--- src/rtl/bcrypt_expand_ctrl.sv ---
// bcrypt ExpandKey sequencer: XORs the key into P, then runs 521 chained feistel
// encryptions whose results overwrite P and the S-boxes in both mirrored SRAM banks.
module bcrypt_expand_ctrl #(
  parameter int P_ARRAY_OFFSET = 4000,
  parameter int N_P            = 18,
  parameter int N_S            = 1024
) (
  input  logic         clk,
  input  logic         reset_l,
  input  logic         start,
  input  logic         use_salt,
  input  logic [127:0] salt,
  output logic [4:0]   key_idx,
  input  logic [31:0]  key_word,
  output logic         busy,
  output logic         done,
  output logic         f_start,
  output logic [31:0]  f_L,
  output logic [31:0]  f_R,
  input  logic [31:0]  f_resultL,
  input  logic [31:0]  f_resultR,
  input  logic         f_done,
  input  logic [11:0]  f_addr_a,
  input  logic [11:0]  f_addr_b,
  input  logic         f_cs_a_l,
  input  logic         f_we_a_l,
  input  logic         f_oe_a_l,
  input  logic         f_cs_b_l,
  input  logic         f_we_b_l,
  input  logic         f_oe_b_l,
  output logic [11:0]  addr_a,
  output logic [11:0]  addr_b,
  output logic [31:0]  wdata_a,
  output logic [31:0]  wdata_b,
  input  logic [31:0]  data_a,
  input  logic [31:0]  data_b,
  output logic         cs_a_l,
  output logic         we_a_l,
  output logic         oe_a_l,
  output logic         cs_b_l,
  output logic         we_b_l,
  output logic         oe_b_l
);

  localparam logic [2:0] S_IDLE      = 3'd0;
  localparam logic [2:0] S_KEY_RD    = 3'd1;
  localparam logic [2:0] S_KEY_WR    = 3'd2;
  localparam logic [2:0] S_ENC_START = 3'd3;
  localparam logic [2:0] S_ENC_WAIT  = 3'd4;
  localparam logic [2:0] S_WR_L      = 3'd5;
  localparam logic [2:0] S_WR_R      = 3'd6;
  localparam logic [2:0] S_DONE      = 3'd7;

  localparam logic [10:0] W_KEY_LAST = 11'(N_P - 1);
  localparam logic [10:0] W_NP       = 11'(N_P);
  localparam logic [10:0] W_END      = 11'(N_P + N_S);
  localparam logic [11:0] P_BASE     = 12'(P_ARRAY_OFFSET);

  logic [2:0]  r_state;
  logic [10:0] r_w;
  logic [9:0]  r_k;
  logic [31:0] r_L;
  logic [31:0] r_R;

  logic [10:0] w_w_next;
  logic [11:0] w_waddr;
  logic [31:0] w_salt_l;
  logic [31:0] w_salt_r;

  assign w_w_next = r_w + 11'd1;
  // First N_P words of the output stream land in P, the rest fill the S-boxes from 0.
  assign w_waddr  = (r_w < W_NP) ? (P_BASE + {1'b0, r_w}) : {1'b0, r_w - W_NP};

  // Even blocks mix in s0/s1, odd blocks s2/s3.
  assign w_salt_l = r_k[0] ? salt[63:32] : salt[127:96];
  assign w_salt_r = r_k[0] ? salt[31:0]  : salt[95:64];

  assign f_L     = use_salt ? (r_L ^ w_salt_l) : r_L;
  assign f_R     = use_salt ? (r_R ^ w_salt_r) : r_R;
  assign key_idx = r_w[4:0];
  assign f_start = (r_state == S_ENC_START);
  assign done    = (r_state == S_DONE);
  assign busy    = (r_state != S_IDLE) && (r_state != S_DONE);

  always_ff @(posedge clk or negedge reset_l) begin
    if (!reset_l) begin
      r_state <= S_IDLE;
      r_w     <= '0;
      r_k     <= '0;
      r_L     <= '0;
      r_R     <= '0;
    end else begin
      case (r_state)
        S_IDLE: begin
          if (start) begin
            r_w     <= '0;
            r_k     <= '0;
            r_L     <= '0;
            r_R     <= '0;
            r_state <= S_KEY_RD;
          end
        end
        S_KEY_RD: r_state <= S_KEY_WR;
        S_KEY_WR: begin
          if (r_w == W_KEY_LAST) begin
            r_w     <= '0;
            r_state <= S_ENC_START;
          end else begin
            r_w     <= w_w_next;
            r_state <= S_KEY_RD;
          end
        end
        S_ENC_START: r_state <= S_ENC_WAIT;
        S_ENC_WAIT: begin
          if (f_done) begin
            r_L     <= f_resultL;
            r_R     <= f_resultR;
            r_state <= S_WR_L;
          end
        end
        S_WR_L: begin
          r_w     <= w_w_next;
          r_state <= S_WR_R;
        end
        S_WR_R: begin
          r_w     <= w_w_next;
          r_k     <= r_k + 10'd1;
          r_state <= (w_w_next == W_END) ? S_DONE : S_ENC_START;
        end
        S_DONE:  r_state <= S_IDLE;
        default: r_state <= S_IDLE;
      endcase
    end
  end

  // SRAM port ownership: feistel only while an encryption is in flight.
  always_comb begin
    addr_a  = '0;
    addr_b  = '0;
    wdata_a = '0;
    wdata_b = '0;
    cs_a_l  = 1'b1;
    we_a_l  = 1'b1;
    oe_a_l  = 1'b0;
    cs_b_l  = 1'b1;
    we_b_l  = 1'b1;
    oe_b_l  = 1'b0;
    case (r_state)
      S_KEY_RD: begin
        addr_a = w_waddr;
        addr_b = w_waddr;
        cs_a_l = 1'b0;
        cs_b_l = 1'b0;
      end
      S_KEY_WR: begin
        addr_a  = w_waddr;
        addr_b  = w_waddr;
        cs_a_l  = 1'b0;
        cs_b_l  = 1'b0;
        we_a_l  = 1'b0;
        we_b_l  = 1'b0;
        wdata_a = data_a ^ key_word;
        wdata_b = data_b ^ key_word;
      end
      S_ENC_WAIT: begin
        addr_a = f_addr_a;
        addr_b = f_addr_b;
        cs_a_l = f_cs_a_l;
        we_a_l = f_we_a_l;
        oe_a_l = f_oe_a_l;
        cs_b_l = f_cs_b_l;
        we_b_l = f_we_b_l;
        oe_b_l = f_oe_b_l;
      end
      S_WR_L, S_WR_R: begin
        addr_a  = w_waddr;
        addr_b  = w_waddr;
        cs_a_l  = 1'b0;
        cs_b_l  = 1'b0;
        we_a_l  = 1'b0;
        we_b_l  = 1'b0;
        wdata_a = (r_state == S_WR_L) ? r_L : r_R;
        wdata_b = (r_state == S_WR_L) ? r_L : r_R;
      end
      default: ;
    endcase
  end

endmodule
--- config.mk ---
export PLATFORM = sky130hd
export DESIGN_NAME = bcrypt_expand_ctrl
export DESIGN_NICKNAME = d
export VERILOG_FILES = /design/src/rtl/bcrypt_expand_ctrl.sv
export SDC_FILE = /design/constraint.sdc
export NUM_CORES = 1
export LEC_CHECK = 0
export CORE_AREA = 3 3 190 192
export CTS_BUF_LIST = sky130_fd_sc_hd__clkbuf_2 sky130_fd_sc_hd__clkbuf_4 sky130_fd_sc_hd__clkbuf_8
export CTS_CLUSTER_SIZE = 20
export DETAILED_ROUTE_END_ITERATION = 12
export DIE_AREA = 0 0 193 195
export GPL_ROUTABILITY_DRIVEN = 1
export PLACE_DENSITY_LB_ADDON = 0.1
export SLEW_MARGIN = 20
export SYNTH_ARGS = -nofsm -noshare
export SYNTH_HDL_FRONTEND = slang
export SYNTH_SLANG_ARGS = --single-unit
--- constraint.sdc ---
create_clock -name clk -period 2.55 [get_ports clk]
set_clock_uncertainty 0.15 [all_clocks]
set_input_delay 0.51 -clock clk [delete_from_list [all_inputs] [get_ports clk]]
set_output_delay 0.51 -clock clk [all_outputs]
set_load 0.05 [all_outputs]
Yosys cells after proc, flatten, opt, wreduce, memory -nomap -nowiden
Cells that the tools add are included.

storage, ports and cells
  register bits after elaboration = 88
  latch bits = 0
  memory bits (writable) = 0
  bits of input ports = 323
  word-level logic and storage cells = 70
  bits in read-only memories = 0
  memories kept = 0

operators by class
  shift operators = 0
  multipliers = 0
  div/mod/pow operators = 0
  magnitude comparators = 1
  reductions and logical operators = 13
  bitwise operators = 4
  muxes and demuxes = 31
  equal/unequal tests = 12
  add/subtract/negate cells = 4

operator list
  operator                                                                count
  32-bit two-way mux                                                      8
  32-bit case mux with 2 select lines                                     4
  32-bit XOR                                                              4
  12-bit case mux with 2 select lines                                     2
  11-bit case mux with 3 select lines                                     1
  3-bit case mux with 8 select lines                                      1
  11-bit two-way mux                                                      2
  10-bit case mux with 2 select lines                                     1
  12-bit by 11-bit adder with 12-bit output (first input constant)        1
  3-bit == test (second input constant)                                   4
  12-bit two-way mux                                                      1
  11-bit by 1-bit adder with 11-bit output (second input constant)        1
  11-bit == test (second input constant)                                  1
  11-bit by 5-bit == test with 1-bit output (second input constant)       1
  11-bit by 5-bit < comparator with 1-bit output (second input constant)  1
  11-bit by 5-bit subtractor with 11-bit output (second input constant)   1
  10-bit by 1-bit adder with 10-bit output (second input constant)        1
  10-bit two-way mux                                                      1
  3-bit two-way mux                                                       3
  1-bit case mux with 2 select lines                                      4
  3-bit by 2-bit == test with 1-bit output (second input constant)        2
  2-bit AND reduction                                                     3
  3-bit nonzero test                                                      2
  2-bit != test (second input constant)                                   2
  11 further kinds                                                        13

Longest topological paths before layout
  depth in word-level cells = 4
  gate-level depth with buffers = 9
  gate-level depth less buffers = 7

Worst setup path before layout
No wires, ideal clock.

  kind = register to output
  from = register r_state[0]
  to = output cs_a_l
  slack = -0.642 ns
  stages on the path, launching flop included = 9
  data arrival time = 2.532 ns
  path buffers = 4
  cells stage by stage = dfrtp_1 -> inv_1 -> ha_1 -> clkbuf_2 -> and2_1 -> clkbuf_1 -> clkbuf_1 -> buf_1 -> o21ai_0

between the ends
  word-level cells in the longest chain between the ends = 3
  elaborated cells between the ends (all ways) = 7

ends and longest elaborated chain
  element                                      line  source
  from (decl)                                  59    logic [2:0] r_state;
  from (signal assigned)                       128   r_state <= (w_w_next == W_END) ? S_DONE : S_ENC_START;
  3-bit == test, or another cell as far along  148   case (r_state)
  4-bit OR reduction (no source line)          -
  1-bit case mux with 2 select lines (*)       148
  to (decl)                                    37    output logic cs_a_l,

Every way passes the cells marked *; elsewhere a longest branch is shown, timed or not.

Worst setup path after layout
  from = register r_w[2]
  to = output addr_a[5]

between the ends
  word-level cells in the longest chain between the ends = 3
  elaborated cells between the ends (all ways) = 5

ends and longest elaborated chain
  element                                                                  line  source
  from (decl)                                                              60    logic [10:0] r_w;
  from (signal assigned)                                                   109   r_w <= w_w_next;
  from (signal assigned)                                                   122   r_w <= w_w_next;
  from (signal assigned)                                                   126   r_w <= w_w_next;
  12-bit by 11-bit adder with 12-bit output, or another cell as far along  72    assign w_waddr = (r_w < W_NP) ? (P_BASE + {1'b0, r_w}) : {1'b0, r_w - W_NP};
  12-bit two-way mux (*)                                                   72
  12-bit case mux with 2 select lines (*)                                  148
  to (decl)                                                                31    output logic [11:0] addr_a,

Marked as above.

==> impl_metrics.tcl <==
set metrics [dict create \
    outcome "finished, violations left" \
    violations "setup timing" \
    final_common_cell "clkdlybuf4s50_1" \
    post-route-min-period_ns 2.85 \
    routabilityCongestion 0.792 \
    dieArea_sq_um 37600 \
    cp_slowest_cell "dfrtp_1" \
    num_vias 8611 \
    drt_pass1_iterations 4 \
    num_rows 68 \
    endpoint_kind "primary output" \
    hp-class "reg -> reg" \
    worst-path-buf-inv 2 \
    clock_sinks 79 \
    synth_fp_nets 1263 \
    synthCells 928 \
    syn_avg_cell_area_sq_um 7.83 \
    finalCritPeriodShare_pct 112 \
    path_delay_family "compound AO/OA/AOI/OAI gates" \
    drt_wl_total_microns 40800 \
    yosysUniqueCellTypes 54 \
    die_x_microns 193 \
    fp.coreArea_sq_um 34500 \
    final_cell_count_no_fill 1924 \
    ys_seq_elements 79 \
    areaGrowthSynthToFinish_pct 136 \
    mostFrequentLayoutCells "clkdlybuf4s50_1, nand2_1, buf_12, dfrtp_1" \
    grt_pass1_wl_microns 57300 \
    drive_above_1_share_pct 46.4 \
    rr_startpoint "r_w[1]$_DFFE_PN0P_" \
    wl_per_cell_microns 21.2 \
    grt-ovfl-total 0 \
    crit_arrival_ns 2.19 \
    chipHeight_microns 195 \
    path_class "reg -> out" \
    insertion_delay_ns 0.36 \
    portBuffers 488 \
    tightest_slew_ns 0.633 \
    cts_buffers 9 \
    hpwl_microns 29400 \
    crit_chain "inv_2 -> ha_4 -> and2b_2 -> o211ai_1 -> nand3b_1 -> xnor2_2 -> a22o_2 -> buf_12" \
    nets 1794 \
    cts_root_buffer "clkbuf_8" \
    yosysWarnings 0 \
    peakVddDrop_mv 1.24 \
    place_area_sq_um 14600 \
    grt_max_degree 64 \
    clkTransAtPathRegs_ns 0.09 \
    htree_levels 3 \
    viasPerCell 4.48 \
    stdcell_area_sq_um 17200 \
    holdWs_ns 0.410 \
    hp-start "r_R[10]$_DFFE_PN0P_" \
    antenna_found_initial 6 \
    finalSetupViolCount 124 \
    cp-startpoint "r_w[2]$_DFFE_PN0P_" \
    placed_cells 1851 \
    slowest_delay_ns 0.37 \
    finalPower_mw 23.8 \
    drt_iter0_markers 305 \
    start_util_pct 21.0 \
    finalSetupTns_ns -13.18 \
    cp_max_fo 4 \
    r2r_slack_ns 0.18 \
    cts_tree "yes" \
    grt_pass1_vias 8845 \
    slew_violations 0 \
    required_ns 1.89 \
    finalHoldViolations 0 \
    ant_nets 0 \
    rsz0062_at_grt "true" \
    ys_seq_area_share_pct 27.2 \
    start_kind "flop" \
    ios 489 \
    fillers 3224 \
    cts_buffer_depth 2 \
    slew_headroom_pct 57.8 \
    maxCapViolCount 0 \
    p_per_area_nw_per_um2 1390 \
    grt.total_usage_pct 20.3 \
    drc_errors 0 \
    syn_area_sq_um 7270 \
    fmax_mhz 351 \
    layout_setup_ws_ns -0.300 \
    p_leak_nw 7.81 \
]
-- metal layers --
metal,vias to the layer above,GRT usage [%],part of all wire [%]
met5,-,0,0.073
met4,4,4.21,1.3
met3,25,5.48,8.1
met2,307,36.9,52
met1,4106,23.8,39
li1,4169,-,-
-- worst paths after layout --
path,cells past startpoint,endpoint
min,2,r_R[10]$_DFFE_PN0P_
max in group asynchronous,3,r_state[0]$_DFFE_PN0P_
max reg2reg,7,r_state[2]$_DFFE_PN0P_
min reg2reg,2,r_R[10]$_DFFE_PN0P_
max,8,addr_a[5]
min in group asynchronous,2,r_R[14]$_DFFE_PN0P_
-- flip-flops by register name, indices dropped and copies added (netlist names) --
register	cells
r_w	11
r_state	3
r_L	32
r_R	32
r_k	1
-- synthesized netlist by cell type, drive strengths merged --
cell type | n | area share [%]
mux2i | 3 | 0.41
a21oi | 6 | 0.41
and2 | 4 | 0.38
o22ai | 1 | 0.086
nor2 | 9 | 0.46
and4 | 1 | 0.15
a21o | 8 | 0.83
a31oi | 2 | 0.17
o211a | 1 | 0.14
a32o | 2 | 0.28
a22o | 6 | 0.72
nor2b | 8 | 0.69
or2b | 1 | 0.10
buf | 32 | 2.6
ha | 12 | 2.1
a211o | 1 | 0.12
or2 | 1 | 0.086
nand3b | 2 | 0.21
o31ai | 1 | 0.10
xor2 | 5 | 0.60
nor3 | 11 | 0.83
o21a | 5 | 0.52
or4 | 2 | 0.21
a21boi | 2 | 0.21
dfrtp | 79 | 27
nand2b | 5 | 0.43
nand3 | 69 | 4.7
and4bb | 1 | 0.17
nor3b | 4 | 0.41
o21ai | 83 | 5.7
clkbuf | 41 | 2.2
o2bb2ai | 1 | 0.12
o221ai | 1 | 0.21
o21bai | 1 | 0.10
xnor2 | 135 | 16
inv | 7 | 0.36
o211ai | 2 | 0.21
o31a | 2 | 0.26
nand2 | 270 | 14
nand4 | 2 | 0.26
mux2 | 95 | 15
and3 | 2 | 0.17
o32ai | 1 | 0.12
and2b | 1 | 0.12
-- power by group --
| group | leakage [nW] | switching [mW] | internal (mW) |
|---|---|---|---|
| sequential | 1.07 | 0.854 | 1.78 |
| combinational | 6.64 | 10.6 | 9.47 |
| clock | 0.109 | 0.541 | 0.584 |
| total | 7.81 | 12.0 | 11.8 |
-- cell type report --
type | count | area, sq um | share of cell area [%]
Timing Repair Buffer | 593 | 7320 | 42.6
Multi-Input combinational cell | 769 | 7030 | 40.9
Tap cell | 455 | 569 | 3.32
Inverter | 7 | 28.8 | 0.168
Sequential cell | 79 | 1980 | 11.5
Clock buffer | 10 | 138 | 0.802
Clock inverter | 6 | 92.6 | 0.539
Antenna cell | 5 | 12.5 | 0.0729
-- worst register-to-register path, cell delays in order, from the launching register on --
cell and delay [ns]:
dfrtp_1 0.37, buf_4 0.18, ha_1 0.27, nand4_2 0.17
o21a_1 0.21, or2_0 0.18, or4_1 0.46, o32ai_1 0.28
-- cells by family after synthesis --
logic type / Yosys count / share of synthesized area [%]
compound gates: 126 / 10.3
xor+xnor: 140 / 16.9
fa+ha+maj: 12 / 2.06
buf+inv: 80 / 5.08
flops: 79 / 27.2
mux: 98 / 15.1
simple gates: 393 / 23.4
-- stage by stage --
stage                     worst slack [ns]  utilization (%)
after global placement             -0.0383             42.1
after CTS                           -0.308             48.2
after detailed placement           -0.0758             42.1
after floorplan                     -0.279                -
after global routing                -0.392             49.7
final                               -0.300             49.7
-- repair_timing --
action / 4_1_cts / 5_1_grt
buffers inserted: 25 / 19
gates resized for setup: 363 / 74
hold endpoints to repair: 25 / 0
cloned: 10 / 4
endpoints found under the setup margin: 150 / 157
pin swaps: 57 / 54
hold buffers: 1 / 0
No activity file was read; power rests on OpenSTA's default activity.
